`src/rtl/process_scheduler.sv`:
```
`default_nettype none
// ============================================================================
// Module      : process_scheduler
// Description : Round-robin, time-sliced process scheduler with a context
//               switch handshake. Optional macro SCHED_STATS_EN adds a
//               switch_count output.
// Revision    : 1.0 - initial release
// ============================================================================
module process_scheduler #(
    parameter int DATA_WIDTH = 32,
    parameter int NUM_PROCS  = 8,
    parameter int QUANTUM    = 16,
    localparam int PW        = $clog2(NUM_PROCS + 1),
    localparam int CW        = $clog2(QUANTUM)
) (
    input  logic                  single_clk,
    input  logic                  reset,
    input  logic                  enable,
    input  logic                  set_valid,
    input  logic [PW-1:0]         set_pid,
    input  logic                  clr_valid,
    input  logic [PW-1:0]         clr_pid,
    input  logic                  yield,
    output logic                  switch_req,
    input  logic                  switch_ack,
    output logic [DATA_WIDTH-1:0] next_proc,
    output logic [DATA_WIDTH-1:0] cur_proc,
    output logic [DATA_WIDTH-1:0] new_proc_num,
    output logic                  idle
`ifdef SCHED_STATS_EN
    ,
    output logic [DATA_WIDTH-1:0] switch_count
`endif
);

    typedef enum logic [1:0] {
        S_IDLE   = 2'd0,
        S_RUN    = 2'd1,
        S_REQ    = 2'd2,
        S_COMMIT = 2'd3
    } state_t;

    localparam logic [CW-1:0] c_RELOAD = CW'(QUANTUM - 1);

    state_t                 state_q;
    logic [NUM_PROCS-1:0]   mask_q;
    logic [NUM_PROCS-1:0]   mask_d;
    logic [PW-1:0]          cur_q;
    logic [PW-1:0]          next_q;
    logic [PW-1:0]          new_q;
    logic [CW-1:0]          cnt_q;
    logic                   req_q;
    logic                   idle_q;
`ifdef SCHED_STATS_EN
    logic [DATA_WIDTH-1:0]  count_q;
`endif

    logic                   w_found_hi;
    logic                   w_found_lo;
    logic [PW-1:0]          w_sel_hi;
    logic [PW-1:0]          w_sel_lo;
    logic                   w_sel_found;
    logic [PW-1:0]          w_sel_pid;
    logic                   w_cur_ready;
    logic                   w_event;

    // Mask bit i holds PID i+1; clears are applied after sets so clear wins.
    always_comb begin
        mask_d = mask_q;
        for (int i = 0; i < NUM_PROCS; i++) begin
            if (set_valid && set_pid == PW'(i + 1)) mask_d[i] = 1'b1;
        end
        for (int i = 0; i < NUM_PROCS; i++) begin
            if (clr_valid && clr_pid == PW'(i + 1)) mask_d[i] = 1'b0;
        end
    end

    // Two-pass round-robin: lowest ready PID above cur_proc, else lowest at or below it.
    always_comb begin
        w_found_hi  = 1'b0;
        w_found_lo  = 1'b0;
        w_sel_hi    = '0;
        w_sel_lo    = '0;
        w_cur_ready = 1'b0;
        for (int i = NUM_PROCS - 1; i >= 0; i--) begin
            if (mask_q[i] && PW'(i + 1) > cur_q) begin
                w_found_hi = 1'b1;
                w_sel_hi   = PW'(i + 1);
            end
            if (mask_q[i] && PW'(i + 1) <= cur_q) begin
                w_found_lo = 1'b1;
                w_sel_lo   = PW'(i + 1);
            end
            if (PW'(i + 1) == cur_q) w_cur_ready = mask_q[i];
        end
        w_sel_found = w_found_hi | w_found_lo;
        w_sel_pid   = w_found_hi ? w_sel_hi : w_sel_lo;
        w_event     = (cnt_q == '0) || yield || !w_cur_ready;
    end

    always_ff @(posedge single_clk) begin
        if (reset) begin
            state_q <= S_IDLE;
            mask_q  <= '0;
            cur_q   <= '0;
            next_q  <= '0;
            new_q   <= '0;
            cnt_q   <= c_RELOAD;
            req_q   <= 1'b0;
            idle_q  <= 1'b1;
`ifdef SCHED_STATS_EN
            count_q <= '0;
`endif
        end else begin
            mask_q <= mask_d;
            new_q  <= '0;
            case (state_q)
                S_IDLE: begin
                    if (enable && w_sel_found) begin
                        state_q <= S_REQ;
                        next_q  <= w_sel_pid;
                        req_q   <= 1'b1;
                        idle_q  <= 1'b0;
                    end
                end
                S_RUN: begin
                    if (enable) begin
                        if (w_event) begin
                            if (w_sel_found && w_sel_pid != cur_q) begin
                                state_q <= S_REQ;
                                next_q  <= w_sel_pid;
                                req_q   <= 1'b1;
                            end else if (w_sel_found) begin
                                cnt_q <= c_RELOAD;
                            end else begin
                                state_q <= S_REQ;
                                next_q  <= '0;
                                req_q   <= 1'b1;
                            end
                        end else begin
                            cnt_q <= cnt_q - 1'b1;
                        end
                    end
                end
                S_REQ: begin
                    if (switch_ack) begin
                        state_q <= S_COMMIT;
                        req_q   <= 1'b0;
                    end
                end
                S_COMMIT: begin
                    cur_q   <= next_q;
                    new_q   <= next_q;
                    cnt_q   <= c_RELOAD;
                    state_q <= (next_q != '0) ? S_RUN : S_IDLE;
                    idle_q  <= (next_q == '0);
`ifdef SCHED_STATS_EN
                    if (next_q != '0) count_q <= count_q + 1'b1;
`endif
                end
                default: state_q <= S_IDLE;
            endcase
        end
    end

    assign switch_req   = req_q;
    assign idle         = idle_q;
    assign next_proc    = DATA_WIDTH'(next_q);
    assign cur_proc     = DATA_WIDTH'(cur_q);
    assign new_proc_num = DATA_WIDTH'(new_q);
`ifdef SCHED_STATS_EN
    assign switch_count = count_q;
`endif

endmodule
`default_nettype wire

```
`config.mk`:
```
export PLATFORM = sky130hd
export DESIGN_NAME = process_scheduler
export DESIGN_NICKNAME = d
export VERILOG_FILES = /design/src/rtl/process_scheduler.sv
export SDC_FILE = /design/constraint.sdc
export NUM_CORES = 1
export LEC_CHECK = 0
export CAP_MARGIN = 20
export CORE_UTILIZATION = 25
export CTS_BUF_LIST = sky130_fd_sc_hd__clkbuf_8
export DETAILED_ROUTE_END_ITERATION = 10
export SYNTH_ARGS = -nofsm -noshare
export SYNTH_HDL_FRONTEND = slang
export SYNTH_SLANG_ARGS = --single-unit
```
`constraint.sdc`:
```
create_clock -name single_clk -period 2.7 [get_ports single_clk]
set_clock_uncertainty 0.1 [all_clocks]
set_input_delay 0.54 -clock single_clk [delete_from_list [all_inputs] [get_ports single_clk]]
set_output_delay 0.54 -clock single_clk [all_outputs]
set_load 0.05 [all_outputs]
```
Yosys cells after proc, flatten, opt, wreduce, memory -nomap -nowiden

Cells that the tools add are included.

Mux-type cells: 69
Equality and inequality tests: 35
$add $sub $neg: 1
Bitwise logic cells: 2
Reductions and logical operators: 59
$lt $le $gt $ge: 16

Operator list:

| cell                                                                            | count |
|---|---|
| 4-bit two-way mux                                                               | 26 |
| 1-bit logical AND                                                               | 34 |
| 4-bit by 3-bit == test with 1-bit output, second input constant                 | 8 |
| 1-bit two-way mux                                                               | 32 |
| 2-bit OR reduction                                                              | 9 |
| 3-bit by 4-bit == test with 1-bit output, first input constant                  | 4 |
| 4-bit by 2-bit == test with 1-bit output, second input constant                 | 4 |
| 3-bit by 4-bit greater-than comparator with 1-bit output, first input constant  | 4 |
| 3-bit by 4-bit less-or-equal comparator with 1-bit output, first input constant | 4 |
| 4-bit one-hot mux with 2 select lines                                           | 2 |
| 2-bit two-way mux                                                               | 6 |
| 5-bit AND reduction                                                             | 2 |
| 3-bit != test, second input constant                                            | 3 |
| 2-bit by 4-bit == test with 1-bit output, first input constant                  | 2 |
| 4-bit by 1-bit == test with 1-bit output, second input constant                 | 2 |
| 4-bit == test, second input constant                                            | 2 |
| 2-bit by 4-bit greater-than comparator with 1-bit output, first input constant  | 2 |
| 2-bit by 4-bit less-or-equal comparator with 1-bit output, first input constant | 2 |
| 4-bit logical NOT                                                               | 2 |
| 2-bit != test, second input constant                                            | 4 |
| 2-bit one-hot mux with 4 select lines                                           | 1 |
| 6-bit AND reduction                                                             | 1 |
| 2-bit nonzero test                                                              | 3 |
| 1-bit by 4-bit == test with 1-bit output, first input constant                  | 1 |
| other kinds (20)                                                                | 22 |

Output and inout port bits: 98
Logic and storage cells: 197
Bits of input ports: 15
Register bits: 28

Logic depth before layout (Yosys ltp)

Depth after elaboration: 17
Mapped depth: 10
Gate-level depth less buffers: 9

Worst setup path after synthesis

Ideal clock, no wire load.

Kind: flip-flop to flip-flop
From: reg cur_q[2]
To: reg state_q[0]
Setup time: 0.120 ns
Setup slack: -0.190 ns
Arrival time: 2.670 ns
Buffers on the path: 2
Stages on the path, launching flop included: 10
Clock period less this slack: 2.890 ns
Required time: 2.480 ns
Path through: dfxtp_1 -> buf_4 -> mux2_2 -> nand2_1 -> o211ai_1 -> and4_1 -> dlygate4sd3_1 -> a41oi_2 -> nor2_1 -> o31a_1

Cells in the longest elaborated chain, start to end: 17
Elaborated cells on any way between the ends: 95
Those cells by class: order compare (16); eq/ne (12); mux (45); bitwise (1); reduce/logical (21)

Ends and longest elaborated chain:

| element                                                                                | line   | source |
|---|---|---|
| start: declaration                                                                     | 48     | `logic [PW-1:0] cur_q;` |
| start signal: assignment                                                               | 152    | `cur_q <= next_q;` |
| 4-bit greater-than comparator / 4-bit less-or-equal comparator (equally long branches) | 86, 90 |  |
| 1-bit logical AND (on tied branches)                                                   | 86, 90 |  |
| 1-bit two-way mux, or another cell as far along (8 in series)                          | 86     | `if (mask_q[i] && PW'(i + 1) > cur_q) begin` |
| 4-bit two-way mux                                                                      | 97     | `w_sel_pid = w_found_hi ? w_sel_hi : w_sel_lo;` |
| 4-bit != test                                                                          | 129    | `if (w_sel_found && w_sel_pid != cur_q) begin` |
| 1-bit logical AND                                                                      | 129    |  |
| 2-bit two-way mux                                                                      | 129    |  |
| 2-bit two-way mux                                                                      | 128    | `if (w_event) begin` |
| 2-bit two-way mux                                                                      | 127    | `if (enable) begin` |
| 2-bit one-hot mux with 4 select lines                                                  | 117    | `case (state_q)` |
| end signal: assignment                                                                 | 155    | `state_q <= (next_q != '0) ? S_RUN : S_IDLE;` |
| end: declaration                                                                       | 45     | `state_t state_q;` |

Several ways; a longest one is shown, not always the timed one. The select of a mux whose other input is x is not followed.
A chain may end at the register's enable or synchronous reset.

Worst setup path after layout

From: reg cur_q[0]
To: reg next_q[3]

Cells in the longest elaborated chain, start to end: 17
Elaborated cells on any way between the ends: 96
Those cells by class: order compare (16); eq/ne (12); mux (46); bitwise (1); reduce/logical (21)

Ends and longest elaborated chain:

| element                                                                                | line   | source |
|---|---|---|
| 4-bit greater-than comparator / 4-bit less-or-equal comparator (equally long branches) | 86, 90 |  |
| 1-bit logical AND (on tied branches)                                                   | 86, 90 |  |
| 1-bit two-way mux, or another cell as far along (8 in series)                          | 86     |  |
| 4-bit two-way mux                                                                      | 97     |  |
| 4-bit != test                                                                          | 129    |  |
| 1-bit logical AND                                                                      | 129    |  |
| 4-bit two-way mux                                                                      | 129    |  |
| 4-bit two-way mux                                                                      | 128    |  |
| 4-bit two-way mux                                                                      | 127    |  |
| 4-bit one-hot mux with 2 select lines                                                  | 117    |  |
| end signal: assignment                                                                 | 121    | `next_q <= w_sel_pid;` |
| end signal: assignment                                                                 | 131    | `next_q <= w_sel_pid;` |
| end: declaration                                                                       | 49     | `logic [PW-1:0] next_q;` |

Several ways; a longest one is shown, not always the timed one. The select of a mux whose other input is x is not followed.

==> reports/results.txt <==
Compared with the post-synthesis result, the final layout area differs by 15.0%. At the pin with the least slew margin, the transition time is 0.510 ns. The critical path runs through a total of 8 cells. After the last flow step, the layout net total stands at 384.

After synthesis the netlist holds a flip-flop and latch count of 28. The internal portion of the total power is 0.630 mW. Worst hold-check path type: reg2reg. The share of synthesized registers carrying an async set or reset came out at 0. CTS saw 28 sinks. The switching power share of the total came out at 0.452. By count the netlist is led by 86 x buf_4, 28 x dfxtp_1, 22 x a21oi_1, 22 x nand2_1, 18 x nor2_1.

Setup violations remaining at the end of the flow were counted as 0. After synthesis, the cell types taking the most area are buf_4 25%, dfxtp_1 22%, a21oi_1 4.3%. Number of enable flip-flop cells after synthesis: 0. Among all cell types in the netlist, the one instantiated most often is buf_4. The final cell utilization of the core was 0.301. met2 is the most crowded layer. The origin of the worst min-delay path is next_q[2]. After layout, the design draws a total of 1.15 mW. The start point of the critical path is cur_q[0].

The port buffer count was 28. The area of the mapped netlist was 2580 sq um. The buffering stage count on the worst path with inverters included is 0. Dividing the detail-routed wire length by the instance count gives 12.0 um. The total clock buffers created by CTS is 3.

In this run the mean area of a mapped cell was 7.91 sq um. The number of antenna violations at the first check in global routing came out at 0. The setup path with the least slack is of type reg2reg. Among cell families on the critical path, the largest total delay comes from simple AND/OR/NAND/NOR gates.

The clock reaches the later pin of the worst-skew pair after 0.28 ns. The logs give 2 for the maximum count of clock buffers along a single path and 68 for the count of unique library cells instantiated by Yosys. Clock-pin slew was measured on the worst setup and hold paths at 0.09 ns.

The tools report the met2 capacity usage during global routing as 0.143. The number of antenna diodes in the final layout is 0. The worst-path cell with the longest stage delay was or4b_4. VDD sags by at most 196 uV. For the all-layer global routing usage, the log shows 0.0960. For this run, the number of standard cells in the final layout without fillers is 500. The fmax came out at 378 MHz. The logs give 0.659 for the worst-case headroom to the max-slew limit and 0 for the final number of hold-violating endpoints.

The wire length of the first global-routing pass came out at 8570 um. Initial core utilization: 0.261. Dividing total power by cell area gives a power density of 388 nW/um^2.

The tools report the global routing usage on met1 as 0.143. Met3 track utilization from global routing: 0.0151. The detailed placer's ending HPWL is 4380 um. The endpoint of the worst setup timing path is next_q[3]. The die covers 10,700 sq um.

The power share of the sequential group was 0.375. For the required time at the worst-slack endpoint, the log shows 2.79 ns. The run finished with clean final reports. Across all register-to-register paths, the minimum setup slack is 0.05 ns.

Max-cap violations in this run came to 0. The signal on the critical path passes through or4b_4, o21ai_4, nor4b_4, or3_4, nand3b_1, a41oi_4, o31a_1, o32ai_1. After routing the design area is 2970 sq um.

TritonCTS built the clock tree. The fraction of the cycle the final worst path needs was 0.981; the core outline area was 9860 sq um. Row generation in the floorplan step produced 36 rows.

The kind of start point of the critical path is a flip-flop. The worst setup path is captured at a flip-flop. The tree is rooted in a clkbuf_8. After detailed placement, the design holds a cell count of 482. The logs give 2,222 for the total via count in the routed design and 19 for the pin count of the biggest net entering global routing. The detailed router finished its first iteration with 174 violations. Summing all placed instances gives a cell area of 2670 sq um. The number of pins exceeding their max-slew limit in the final report is 0. At the end of routability-driven placement, the weighted congestion stood at 0.924. The final period demand of the worst path is 2.65 ns, and the share of post-route cells with drive strength above 1 is 0.191. The origin of the critical flop-to-flop path was cur_q[0]. For this run the aggregate overflow at the end of global routing stands at 0. The cell type contributing the most total cell area after synthesis was buf_4. For this block, the routed nets add up to 5980 um of wire.

The Yosys step of the flow raised 0 warnings. From bottom edge to top edge, the die measures 104 um. The worst reg-to-reg path cell count is 8. The largest driver fanout on the critical path was 7. Clock network fraction of design power: 0.203.

The prevailing post-synth register cell is dfxtp_1. The share of the synthesized area in the top cell type works out to 0.250. The largest stage delay on the critical path is 0.55 ns. The worst register-to-register path ends at next_q[3]. The H-tree level count was 1; the antenna violation net count after detailed routing was 0. The die is 104 um wide. The first TritonRoute pass finished after 4 iterations. The number of cells traversed by the worst hold path was 2; the static leakage was 1.21 nW. The number of global-route vias before repair came out at 1,764. The switching power was 0.519 mW; the number of primary I/O pins was 113. Data arrives at the worst endpoint at 2.74 ns. Routed via count divided by cell count: 4.44.

For the part of the power in combinational logic, the log shows 0.422. Post-synthesis sequential area ratio: 0.217. The synthesized instance count was 326. For this run, design rule violations remaining after detail routing come to 0.
-- through the flow --
stage	setup WS (ns)	hold slack, ns	TNS, ns
finish	0.0526	0.390	0
global route	-0.0274	0.421	-0.0274
CTS	0.0123	0.396	0
detailed placement	0.0135	0.381	0
global placement	0.108	0.385	0
floorplan	0.0261	0.399	0
-- final cells by class --
cell class	instances	area, sq um
fillers	1060	6900
multi-input cells	263	1620
flip-flops and latches	28	576
repair buffers	56	494
well taps	133	166
inverters	16	60.1
clock buffers	3	41.3
clock inverters	1	3.75
-- state kept, by name, summed over array words and instances (netlist names) --
signal,cells
mask_q,8
switch_req,1
cur_q,4
cnt_q,4
state_q,2
new_q,4
idle,1
next_q,4
-- per-layer routing --
layer | up-vias | part of all wire
li1 | 1066 | -
met1 | 1025 | 0.46
met2 | 119 | 0.45
met3 | 12 | 0.067
met4 | 0 | 0.020
met5 | - | 0
-- kinds of logic (layout without fill, tap and decap cells) --
| logic type | after synthesis | after routing | share of synthesized area |
|---|---|---|---|
| flip-flops | 28 | 28 | 0.217 |
| other | 1 | 84 | 0.00145 |
| buffers and inverters | 118 | 76 | 0.327 |
| XOR/XNOR | 1 | 1 | 0.00340 |
| AND/OR/NAND/NOR | 86 | 86 | 0.187 |
| AO/OA/AOI/OAI | 90 | 90 | 0.255 |
| multiplexers | 1 | 1 | 0.00437 |
| adder cells (fa/ha/maj) | 1 | 1 | 0.00485 |
-- how the worst min path moves through the flow --
stage / end / slack, ns
6_report: cur_q[2] / 0.39
5_1_grt: cur_q[2] / 0.42
4_1_cts: cur_q[2] / 0.40
3_5_place_dp: cur_q[2] / 0.38
3_3_place_gp: cur_q[2] / 0.38
2_1_floorplan: next_q[3] / 0.40
-- repair_timing --
item | in CTS | in global routing
hold buffers | 0 | 0
pin swaps | 0 | 14
gates resized for setup | 1 | 34
endpoints found under the setup margin | 1 | 10
buffers inserted | 0 | 14
-- placed cells by master, fill, tap and decap left out, drive strengths merged, types with 3 or more instances in the layout --
cell           Yosys  routed
conb               1      84
clkdlybuf4s50      0      28
buf               91      28
dfxtp             28      28
a21oi             22      22
nand2             22      22
nor2              18      18
inv               16      17
o21ai             10      10
nor2b              7       7
a21boi             7       7
nor3               6       6
a211oi             5       5
o32ai              5       5
a31oi              4       4
o211ai             4       4
a21o               3       3
nand3              3       3
nand3b             3       3
a311oi             3       3
o31ai              3       3
clkbuf             9       3
nor4               3       3
-- power by group through the flow --
stage          Clock [mW]  Sequential, mW  Combinational (mW)
2_1_floorplan           0           0.454               0.462
3_3_place_gp            0           0.443               0.437
3_5_place_dp            0           0.443               0.439
4_1_cts             0.243           0.433               0.443
5_1_grt             0.253           0.432               0.508
6_report            0.234           0.431               0.485
-- worst min-delay path, cell delays in order, from the launching register on --
cell	delay (ns)
dfxtp_1	0.35
nand2_1	0.06
a21oi_1	0.05
Note: power is estimated with default switching activity, not from simulation.
==> variant, RTL diff (same settings) <==
The option `SCHED_STATS_EN` is turned on by a define.
--- a/src/rtl/process_scheduler.sv
+++ b/src/rtl/process_scheduler.sv
@@ -8,2 +8,4 @@
 // ============================================================================
+`define SCHED_STATS_EN
+
 module process_scheduler #(
Formal check against the unedited RTL (old outputs only; new: switch_count): equivalent (Yosys induction, for registers that start in step).
==> variant against the original RTL <==
Total power up 82%. Setup slack better by 0.053 ns. Final area up 58%. Routed wire length is 47% higher. Sequential cell count rose by 32. Area after synthesis rose by 50%. Critical endpoint is now cnt_q[1].
==> variant: results (changes against the original RTL) <==
- The share of the core filled with cells in the final layout came to 0.3100 (was 0.3006).
* Reg clk slew, reported paths: 0.07 ns (was 0.09 ns)
- Fillers: 1,601 (was 1,060)
* Largest register FFs: 32 (was 8)
- The number of buffer cells added on primary ports came to 60 (was 28).
- The number of levels the H-tree was split into is 3 (was 1).
* Layout cells sized above 1: 0.1320 (was 0.1907)
- Dominant cells by area after synthesis: sky130_fd_sc_hd__dfxtp_1 (31%), sky130_fd_sc_hd__buf_4 (17%), sky130_fd_sc_hd__nor2_1 (4.5%) (was sky130_fd_sc_hd__buf_4 (25%), sky130_fd_sc_hd__dfxtp_1 (22%), sky130_fd_sc_hd__a21oi_1 (4.3%))
- The data arrival at the endpoint of the critical path was 2.72 ns (was 2.74 ns).
- Worst Hold End: cur_q[1] (was cur_q[2])
- The total clock buffers created by CTS came to 9 (was 3).
* Worst R2R Setup Slack: 0.11 ns (was 0.05 ns)
* Largest vdd supply drop: 0.2160 mV (was 0.1963 mV)
- Startpoint of the lowest-slack register-to-register path: cur_q[2] (was cur_q[0])
* Number of global-route vias before repair: 2,902 (was 1,764)
- The first-pass GRT wire length came to 14,430 um (was 8569 um).
* Worst r2r path cells: 9 (was 8)
* Drt first-iter violations: 113 (was 174)
* R2r endpoint: cnt_q[1] (was next_q[3])
- Pin count of the biggest net entering global routing: 57 (was 19)
- Async SR Flop Fraction: 0 (unchanged)
- The clock latency on the worst-skew pair came to 0.33 ns (was 0.28 ns).
- Smallest hold slack: 0.3690 ns (was 0.3895 ns)
* Proportion of synthesized chip area in sequential cells: 0.3117 (was 0.2175)
- The largest stage delay on the critical path is 0.39 ns (was 0.55 ns).
* Post-detailed-route via-to-cell ratio: 4.325 (was 4.444)
- The weighted congestion at the end of routability-driven global placement is 0.8479 (was 0.9239).
- The wire length reported by the detailed router came to 8777 um (was 5978 um).
- Crit-path slowest cell: sky130_fd_sc_hd__dfxtp_4 (was sky130_fd_sc_hd__or4b_4)
* Total leakage power: 1.793 nW (was 1.211 nW)
* Worst-case headroom to the max-slew limit: 0.6097 (was 0.6589)
* Critical-path maximum fanout: 11 (was 7)
- Dominant register cell in the synthesized netlist: sky130_fd_sc_hd__dfxtp_1 (unchanged)
- The half-perimeter wire length after detailed placement was 6389 um (was 4382 um).
- Commonest cells post-synth: sky130_fd_sc_hd__buf_4 (86), sky130_fd_sc_hd__dfxtp_1 (60), sky130_fd_sc_hd__nor2_1 (46) (was sky130_fd_sc_hd__buf_4 (86), sky130_fd_sc_hd__dfxtp_1 (28), sky130_fd_sc_hd__a21oi_1 (22), sky130_fd_sc_hd__nand2_1 (22), sky130_fd_sc_hd__nor2_1 (18)).
* Min-Delay Startpoint: next_q[1] (was next_q[2])
- Unique cell type count in the Yosys netlist: 66 (was 68)
* Tot GR Track Use: 0.1111 (was 0.09604)
- Status: finished clean (unchanged).
* Placement Setup Slack: 0.06056 ns (was 0.01350 ns)
* Number of nets in the final layout: 565 (was 384)
==> variant: kinds of logic (layout without fill, tap and decap cells) <==
group           count (synthesis)  after routing  share of synthesized area
flops                          60             60                     0.3117
other cells                     1             84                  0.0009731
fa+ha+maj                       2              2                   0.006492
mux                             3              3                    0.01104
simple gates                  179            179                     0.2432
xor+xnor                       27             27                    0.06331
compound gates                 89             89                     0.1653
buf+inv                       111            109                     0.1980
==> variant: worst max-delay path by stage <==
stage	slack (ns)	from	to	cells after the start
3_5_place_dp	0.06	cur_q[0]	cnt_q[1]	9
3_3_place_gp	0.02	cur_q[1]	next_q[1]	11
6_report	0.11	cur_q[2]	cnt_q[1]	9
2_1_floorplan	0.08	switch_count[2]	switch_count[31]	10
4_1_cts	0.03	cur_q[1]	next_q[1]	10
5_1_grt	-0.006	mask_q[4]	cnt_q[1]	9
==> variant: critical path: cells and delay by family, from the launching register on <==
kind | cells | cell delay, ns
compound gates | 5 | 1.33
simple gates | 3 | 0.46
flops | 1 | 0.39
xor+xnor | 1 | 0.19
==> variant: stage by stage <==
step	area, um2	std cells
floorplan	4175	555
detailed placement	4442	724
global route	4695	741
finish	4695	741
CTS	4612	740
global placement	4442	724
==> variant: layer usage <==
layer	up-vias	track usage	share of wire
met1	1448	0.1429	0.46
met2	115	0.1729	0.45
met4	0	0.03544	0.013
met5	-	0	0
met3	15	0.03866	0.071
li1	1627	-	-
==> variant: power breakdown <==
part | internal (mW) | switching [mW] | total [mW]
registers | 0.892 | 0.0104 | 0.903
clock network | 0.348 | 0.354 | 0.702
logic | 0.102 | 0.388 | 0.490
total | 1.34 | 0.752 | 2.09
==> variant: cell type report <==
class                      count  share of cell area
timing repair buffer          82              0.1628
inverter                      11            0.008795
multi-input combinational    384              0.4819
tap                          188             0.05011
sequential                    60              0.2601
clock inverter                 6            0.006930
clock buffer                  10             0.02932
==> variant: what timing repair did <==
action | CTS | global route
setup endpoints to repair | 0 | 11
resized for setup | 0 | 18
hold endpoints to repair | 0 | 0
hold buffers | 0 | 0
setup buffers | 0 | 1
